$ cat src/rtl/pipe_hazard_unit_if.sv
// Bundle of ID-stage, result-bus and writeback signals between the pipeline
// control (master) and pipe_hazard_unit (slave).
interface pipe_hazard_unit_if #(
    parameter int unsigned DATA_W = 32,
    parameter int unsigned REG_AW = 5,
    parameter int unsigned DEPTH  = 3,
    parameter int unsigned CNT_W  = 16
);
    logic                    id_valid;
    logic [REG_AW-1:0]       id_rs;
    logic [REG_AW-1:0]       id_rt;
    logic                    id_rs_used;
    logic                    id_rt_used;
    logic                    id_wen;
    logic [REG_AW-1:0]       id_rd;
    logic                    flush;
    logic [DATA_W-1:0]       rf_a;
    logic [DATA_W-1:0]       rf_b;
    logic [DEPTH*DATA_W-1:0] res_data;
    logic [DEPTH-1:0]        res_ready;
    logic                    id_stall;
    logic [DATA_W-1:0]       opa;
    logic [DATA_W-1:0]       opb;
    logic                    wb_wen;
    logic [REG_AW-1:0]       wb_rd;
    logic [CNT_W-1:0]        stall_cnt;

    modport master (
        output id_valid, id_rs, id_rt, id_rs_used, id_rt_used, id_wen, id_rd,
        output flush, rf_a, rf_b, res_data, res_ready,
        input  id_stall, opa, opb, wb_wen, wb_rd, stall_cnt
    );

    modport slave (
        input  id_valid, id_rs, id_rt, id_rs_used, id_rt_used, id_wen, id_rd,
        input  flush, rf_a, rf_b, res_data, res_ready,
        output id_stall, opa, opb, wb_wen, wb_rd, stall_cnt
    );
endinterface

$ cat src/rtl/pipe_hazard_unit.sv
// Scoreboard / stall / operand-forwarding unit for the in-order pipeline.
// Destination tags of issued instructions travel down a shift register from
// EX (stage 0) to WB (stage DEPTH-1); ID sources are compared against it.
// Define PIPE_HAZARD_FORWARD_EN to forward ready results from res_data and
// stall only on not-yet-ready producers; otherwise any in-flight producer
// stalls ID and operands always come from the register file.
module pipe_hazard_unit #(
    parameter int unsigned DATA_W = 32,
    parameter int unsigned REG_AW = 5,
    parameter int unsigned DEPTH  = 3,
    parameter int unsigned CNT_W  = 16
) (
    input logic            clk,
    input logic            rst,
    pipe_hazard_unit_if.slave bus
);

    logic [DEPTH-1:0]  tag_v;
    logic [REG_AW-1:0] tag_rd [DEPTH];
    logic [CNT_W-1:0]  cnt;

    logic              hit_a;
    logic              hit_b;
    logic              stall;
    logic              issue_v;

`ifdef PIPE_HAZARD_FORWARD_EN
    logic              rdy_a;
    logic              rdy_b;
    logic [DATA_W-1:0] fwd_a;
    logic [DATA_W-1:0] fwd_b;

    // Scan oldest to youngest so the youngest matching stage wins.
    always_comb begin
        hit_a = 1'b0;
        hit_b = 1'b0;
        rdy_a = 1'b0;
        rdy_b = 1'b0;
        fwd_a = '0;
        fwd_b = '0;
        for (int unsigned j = 0; j < DEPTH; j++) begin
            int unsigned i;
            i = DEPTH - 1 - j;
            if (bus.id_rs_used && (bus.id_rs != '0) && tag_v[i] &&
                (tag_rd[i] == bus.id_rs)) begin
                hit_a = 1'b1;
                rdy_a = bus.res_ready[i];
                fwd_a = bus.res_data[i*DATA_W +: DATA_W];
            end
            if (bus.id_rt_used && (bus.id_rt != '0) && tag_v[i] &&
                (tag_rd[i] == bus.id_rt)) begin
                hit_b = 1'b1;
                rdy_b = bus.res_ready[i];
                fwd_b = bus.res_data[i*DATA_W +: DATA_W];
            end
        end
    end

    // Stall only while the youngest producer has no result yet.
    always_comb begin
        stall   = bus.id_valid & ((hit_a & ~rdy_a) | (hit_b & ~rdy_b));
        bus.opa = hit_a ? fwd_a : bus.rf_a;
        bus.opb = hit_b ? fwd_b : bus.rf_b;
    end
`else
    logic unused_res;
    assign unused_res = ^{bus.res_data, bus.res_ready};

    // Any in-flight producer of a used source is a hazard.
    always_comb begin
        hit_a = 1'b0;
        hit_b = 1'b0;
        for (int unsigned i = 0; i < DEPTH; i++) begin
            if (bus.id_rs_used && (bus.id_rs != '0) && tag_v[i] &&
                (tag_rd[i] == bus.id_rs)) begin
                hit_a = 1'b1;
            end
            if (bus.id_rt_used && (bus.id_rt != '0) && tag_v[i] &&
                (tag_rd[i] == bus.id_rt)) begin
                hit_b = 1'b1;
            end
        end
    end

    // Without forwarding the register file is the only operand source.
    always_comb begin
        stall   = bus.id_valid & (hit_a | hit_b);
        bus.opa = bus.rf_a;
        bus.opb = bus.rf_b;
    end
`endif

    assign issue_v = bus.id_valid & ~stall & ~bus.flush & bus.id_wen &
                     (bus.id_rd != '0);

    // Tag shift register: a new tag enters EX, older tags advance toward WB.
    always_ff @(posedge clk) begin
        if (rst) begin
            tag_v <= '0;
            for (int unsigned i = 0; i < DEPTH; i++) begin
                tag_rd[i] <= '0;
            end
        end else begin
            tag_v[0]  <= issue_v;
            tag_rd[0] <= bus.id_rd;
            for (int unsigned i = 1; i < DEPTH; i++) begin
                tag_v[i]  <= tag_v[i-1];
                tag_rd[i] <= tag_rd[i-1];
            end
        end
    end

    // Saturating count of ID cycles lost to hazards; flushed cycles excluded.
    always_ff @(posedge clk) begin
        if (rst) begin
            cnt <= '0;
        end else if (bus.id_valid && stall && !bus.flush && (cnt != '1)) begin
            cnt <= cnt + 1'b1;
        end
    end

    assign bus.id_stall  = stall;
    assign bus.wb_wen    = tag_v[DEPTH-1];
    assign bus.wb_rd     = tag_rd[DEPTH-1];
    assign bus.stall_cnt = cnt;

endmodule
$ cat src/flat_wrapper.sv
// flat-port wrapper written by rule: the top's interface ports become plain ports
module pipe_hazard_unit_flat 
#(
    parameter int unsigned DATA_W = 32,
    parameter int unsigned REG_AW = 5,
    parameter int unsigned DEPTH  = 3,
    parameter int unsigned CNT_W  = 16
)
  (clk, rst, bus_id_valid, bus_id_rs, bus_id_rt, bus_id_rs_used, bus_id_rt_used, bus_id_wen, bus_id_rd, bus_flush, bus_rf_a, bus_rf_b, bus_res_data, bus_res_ready, bus_id_stall, bus_opa, bus_opb, bus_wb_wen, bus_wb_rd, bus_stall_cnt);
  pipe_hazard_unit_if #(.DATA_W(DATA_W), .REG_AW(REG_AW), .DEPTH(DEPTH), .CNT_W(CNT_W)) bus_i ();
  input logic clk;
  input logic rst;
  input wire logic [$bits(bus_i.id_valid)-1:0] bus_id_valid;
  input wire logic [$bits(bus_i.id_rs)-1:0] bus_id_rs;
  input wire logic [$bits(bus_i.id_rt)-1:0] bus_id_rt;
  input wire logic [$bits(bus_i.id_rs_used)-1:0] bus_id_rs_used;
  input wire logic [$bits(bus_i.id_rt_used)-1:0] bus_id_rt_used;
  input wire logic [$bits(bus_i.id_wen)-1:0] bus_id_wen;
  input wire logic [$bits(bus_i.id_rd)-1:0] bus_id_rd;
  input wire logic [$bits(bus_i.flush)-1:0] bus_flush;
  input wire logic [$bits(bus_i.rf_a)-1:0] bus_rf_a;
  input wire logic [$bits(bus_i.rf_b)-1:0] bus_rf_b;
  input wire logic [$bits(bus_i.res_data)-1:0] bus_res_data;
  input wire logic [$bits(bus_i.res_ready)-1:0] bus_res_ready;
  output wire logic [$bits(bus_i.id_stall)-1:0] bus_id_stall;
  output wire logic [$bits(bus_i.opa)-1:0] bus_opa;
  output wire logic [$bits(bus_i.opb)-1:0] bus_opb;
  output wire logic [$bits(bus_i.wb_wen)-1:0] bus_wb_wen;
  output wire logic [$bits(bus_i.wb_rd)-1:0] bus_wb_rd;
  output wire logic [$bits(bus_i.stall_cnt)-1:0] bus_stall_cnt;
  assign bus_i.id_valid = bus_id_valid;
  assign bus_i.id_rs = bus_id_rs;
  assign bus_i.id_rt = bus_id_rt;
  assign bus_i.id_rs_used = bus_id_rs_used;
  assign bus_i.id_rt_used = bus_id_rt_used;
  assign bus_i.id_wen = bus_id_wen;
  assign bus_i.id_rd = bus_id_rd;
  assign bus_i.flush = bus_flush;
  assign bus_i.rf_a = bus_rf_a;
  assign bus_i.rf_b = bus_rf_b;
  assign bus_i.res_data = bus_res_data;
  assign bus_i.res_ready = bus_res_ready;
  assign bus_id_stall = bus_i.id_stall;
  assign bus_opa = bus_i.opa;
  assign bus_opb = bus_i.opb;
  assign bus_wb_wen = bus_i.wb_wen;
  assign bus_wb_rd = bus_i.wb_rd;
  assign bus_stall_cnt = bus_i.stall_cnt;
  pipe_hazard_unit #(.DATA_W(DATA_W), .REG_AW(REG_AW), .DEPTH(DEPTH), .CNT_W(CNT_W)) u_core (.clk(clk), .rst(rst), .bus(bus_i));
endmodule
$ cat config.mk
export PLATFORM = sky130hd
export DESIGN_NAME = pipe_hazard_unit_flat
export DESIGN_NICKNAME = d
export VERILOG_FILES = /design/src/rtl/pipe_hazard_unit_if.sv /design/src/rtl/pipe_hazard_unit.sv /design/src/flat_wrapper.sv
export SDC_FILE = /design/constraint.sdc
export NUM_CORES = 1
export LEC_CHECK = 0
export CORE_AREA = 2 2 129 81
export CTS_CLUSTER_DIAMETER = 200
export DETAILED_ROUTE_END_ITERATION = 10
export DIE_AREA = 0 0 131 83
export PLACE_DENSITY = 0.76
export SLEW_MARGIN = 20
export SYNTH_ARGS = -nofsm -noshare
export SYNTH_HDL_FRONTEND = slang
export SYNTH_SLANG_ARGS = --single-unit
$ cat constraint.sdc
create_clock -name clk -period 2.1 [get_ports clk]
set_input_delay 0.42 -clock clk [delete_from_list [all_inputs] [get_ports clk]]
set_output_delay 0.42 -clock clk [all_outputs]
set_load 0.05 [all_outputs]
; Yosys cells after proc, flatten, opt, wreduce, memory -nomap -nowiden
; Memories as Yosys holds them, arrays and structs flattened.
; Cells that the tools add are included.
[classes]
muxes = 12
n_reduce_logical = 21
n_eq_ne = 7
n_addsub = 1
n_bitwise = 11
[op_table]
columns = cell, count
row1 = $eq A5 B5 Y1, 6
row2 = $logic_and A1 B1 Y1, 17
row3 = $add A16 B1 Y16 const B, 1
row4 = $ne A16 B16 Y1 const B, 1
row5 = $mux W5, 3
row6 = $reduce_bool A5 Y1, 3
row7 = $mux W1, 9
row8 = $and A1 B1 Y1, 5
row9 = $or A1 B1 Y1, 4
row10 = $not A1 Y1, 2
row11 = $logic_not A1 Y1, 1
[word_totals]
ram_bits = 15
out_inout_bits = 87
elab_cells = 55
mem_count = 1
input_bits = 185
reg_bits = 19
[mem_list]
columns = name, depth, word_bits, rd, rd_ports_with_merged_regs, wr, line
row1 = u_core.tag_rd, 3, 5, 3, 0, 3, pipe_hazard_unit.sv:19  ; logic [REG_AW-1:0] tag_rd [DEPTH];

; Logic depth before layout (Yosys ltp)
[depth]
depth_word = 14
mapped_depth = 9
mapped_depth_nobuf = 7

; Least setup slack after synthesis
; OpenSTA, ideal clock, no wires.
[synth_timing]
path_kind = register to register
start = register u_core.cnt[6], in the netlist u_core.bus.stall_cnt[6]
end = register u_core.cnt[1], in the netlist u_core.bus.stall_cnt[1]
path_buffers = 2
stages_incl_launch_ff = 9
synth_period_minus_slack_ns = 2.507
path_slack_ns = -0.407
arrival_ns = 2.436
t_required_ns = 2.029
cell_sequence = dfxtp_1 and3_1 and2_1 nand3_1 nor3_1 clkbuf_1 buf_2 o21ai_1 a21oi_1
[synth_via]
elab_chain_cells = 2
[synth_lines]
columns = item, line
row1 = from (decl), pipe_hazard_unit.sv:20  ; logic [CNT_W-1:0] cnt;
row2 = from (signal assigned), pipe_hazard_unit.sv:118  ; cnt <= cnt + 1'b1;
row3 = $ne A16 B16 Y1, pipe_hazard_unit.sv:117  ; end else if (bus.id_valid && stall && !bus.flush && (cnt != '1)) begin
row4 = $logic_and A1 B1 Y1, pipe_hazard_unit.sv:117
; Every way passes these cells.
; A chain may end at the register's enable or synchronous reset.

==> results.yml <==
placement:
  hpwl_mm: 5.94
  placedInstanceArea_um2: 2460
  place.gp.congestion: 0.896
  io_buffers: 44
detailed_routing:
  ant_nets: 0
  firstDrtPassIters: 4
  num_vias: 1837
  drtIter0Drc: 130
  drt_wl_total_mm: 7.69
  wl_per_cell_um: 19.5
  vias_per_cell: 4.66
  drc: 0
worst_hold_path:
  hold_path_depth: 1
  holdCritPathClass: "flop to flop"
  min_to: "u_core.tag_v[2]"
  hp-start: "u_core.tag_v[1]"
layout:
  fillers: 989
  regArea_um2: 706
  area_growth_pct: 26.1
  layout-drive-gt1-share_pct: 37.8
  final_common_cell: "clkdlybuf4s50_1"
  antenna_cells: 0
  layout.nets: 444
  multi_input_area_um2: 1250
  final_area_um2: 2860
  most-common-layout-cells: "clkdlybuf4s50_1, buf_4, xor2_1, nor2b_1, dfxtp_1"
critical_path:
  crit_arrival_ps: 1930
  end_kind: "output port"
  path_max_fanout: 4
  cp_data_required_time_ps: 1680
  reg2reg_slack_ps: -210
  path_class: "flop to output port"
  rr_worst_depth: 8
  rr_startpoint: "u_core.tag_rd[0][14]"
  critPathLaunchType: "flop"
  r2r_end: "u_core.bus.stall_cnt[1]"
synth:
  synthDistinctLibCells: 34
  syn-cell-area_um2: 2270
  syn_nets: 447
  synth_compound_area_share_pct: 8.82
  syn_inst: 261
  synth_warnings: 0
  netlist_top_cells_area: "dfxtp_1, buf_4, xor2_1"
  synth_fa_ha_area_share_pct: 0.551
  synth_top_family_by_area: "buffers and inverters"
  synth_area_per_cell_um2: 8.70
  post-synth-top-area-cell: "dfxtp_1"
  synthSimpleGateAreaFrac_pct: 21.7
  synth_top_area_share_pct: 30.0
  synthXorXnorAreaFrac_pct: 11.6
  synthMuxAreaShare_pct: 1.98
  synth_seq_cells: 34
  yosysSeqAreaShare_pct: 30.0
floorplan:
  rows: 28
  ios: 272
  die_area_um2: 10900
  die_y_um: 83
  core_area_um2: 9630
  die_w_um: 131
  start_util_pct: 23.6
sta:
  setup-tns-final_ps: -2630
  min_period_ps: 2350
  worstMarginPinSlew_ps: 537
  hold_viol_final: 0
  finalClockSkew_ps: 8.68
  period_share_pct: 112
  grt_setup_unrepaired: "yes"
  finalMaxSlewViolations: 0
  max_freq_mhz: 426
  slew_headroom_pct: 64.1
  setup_slack_ps: -248
  setup_viol: 17
pwr:
  vdd_drop_max_uv: 223
  p_leak_nw: 1.03
  p_sw_mw: 0.350
  pwr-share-comb_pct: 9.7
  powerDensity_nw_per_um2: 566
  sequentialPowerShare_pct: 41.5
  switching_share_pct: 21.6
  pwr-share-clk_pct: 48.8
  internal_power_mw: 1.27
cts:
  clk_latency_ps: 270
  cts_tree: "yes"
  clkSlewWorstSetupHoldPaths_ps: 50
  postCtsHoldBufs: 0
  cts-root-buf: "clkbuf_16"
  numCtsBuffers: 5
  htreeDepth: 2
  clock_sinks: 34
  clockBufferDepth: 2
grt:
  grt_pass1_vias: 1817
  grt_util_all_layers_pct: 13.7
  antenna_found_initial: 0
  grt_max_degree: 18
  grt_pass1_wl_mm: 11.2
  grt-ovfl-total: 0
status:
  status: "finished, violations left"
  violations: "setup timing"
job:
  cap_violations: 0
-- cells by family (layout without fill, tap and decap cells) --
group,after synthesis,count (layout)
compound gates,31,34
xor+xnor,30,30
fa+ha+maj,1,1
buf+inv,82,77
flops,34,34
mux,4,4
simple gates,79,79
-- power groups by stage --
stage	Clock (mW)	Combinational [mW]	Sequential [mW]
floorplan	0	0.402	0.683
global placement	0	0.151	0.687
detailed placement	0	0.154	0.687
CTS	0.800	0.157	0.674
global route	0.837	0.171	0.674
finish	0.791	0.157	0.673
-- synth_stat cells, drive strengths merged --
library cell and instances:
a211o 1, a21oi 13, a31o 2, and2 1, and3 5, buf 73
clkbuf 6, dfxtp 34, ha 1, inv 3, mux2 4, nand2 4
nand3 12, nand4 3, nor2 5, nor2b 21, nor3 1, nor3b 1
nor4 8, nor4b 2, o21ai 5, o31ai 10, or3 2, or3b 1
or4 13, xnor2 6, xor2 24
-- area by class of cell --
cell class	count	share of cell area, %
Tap cell	135	5.90
Sequential cell	34	24.6
Multi-Input combinational cell	148	43.5
Clock buffer	8	5.81
Inverter	3	0.393
Timing Repair Buffer	66	19.7
-- how the worst max path moves through the flow --
stage | start | endpoint | slack [ps] | depth (start not counted)
6_report | u_core.tag_rd[0][14] | bus_id_stall | -250 | 7
5_1_grt | u_core.tag_rd[0][5] | bus_id_stall | -320 | 7
4_1_cts | u_core.tag_rd[0][12] | bus_id_stall | -290 | 8
3_5_place_dp | bus_id_rs[4] | u_core.bus.stall_cnt[5] | -890 | 8
3_3_place_gp | bus_id_rs[3] | u_core.bus.stall_cnt[11] | -800 | 8
2_1_floorplan | bus_id_rt[0] | u_core.bus.stall_cnt[12] | -220 | 8
-- sequential cells by signal (all words and copies together) (netlist names) --
signal and count:
u_core.bus.stall_cnt 16, u_core.tag_rd 15, u_core.tag_v 3
-- per-layer routing --
metal | routed length (µm) | part of all wire, % | vias to the layer above | track usage [%]
met1 | 2860 | 37 | 890 | 14.5
li1 | - | - | 833 | -
met3 | 1270 | 17 | 6 | 10.6
met5 | 0 | 0 | - | 0
met4 | 199 | 2.6 | 0 | 5.51
met2 | 3360 | 44 | 108 | 20.4
-- what timing repair did --
action                     4_1_cts  5_1_grt
pin swaps                       25       14
buffers inserted                 3        1
gates cloned                     3        0
gates resized for setup         44       40
setup endpoints to repair       17       18
-- critical path, stage by stage (launching register included) --
cell and delay, ps:
dfxtp_4 360, xor2_2 160, nor4_2 250, nand3_1 170, a31o_4 290, buf_6 130
a21oi_4 160, buf_12 150
-- through the flow --
stage	hold WS (ps)	worst slack (ps)	instances	utilization (%)	total power, mW
after global placement	472	-802	379	25.6	0.837
final	490	-248	394	29.7	1.62
after detailed placement	486	-886	379	25.6	0.841
after floorplan	459	-221	261	-	1.09
after global routing	509	-315	394	29.7	1.68
after CTS	492	-290	393	28.8	1.63
Power figures use the tool's default switching activity.
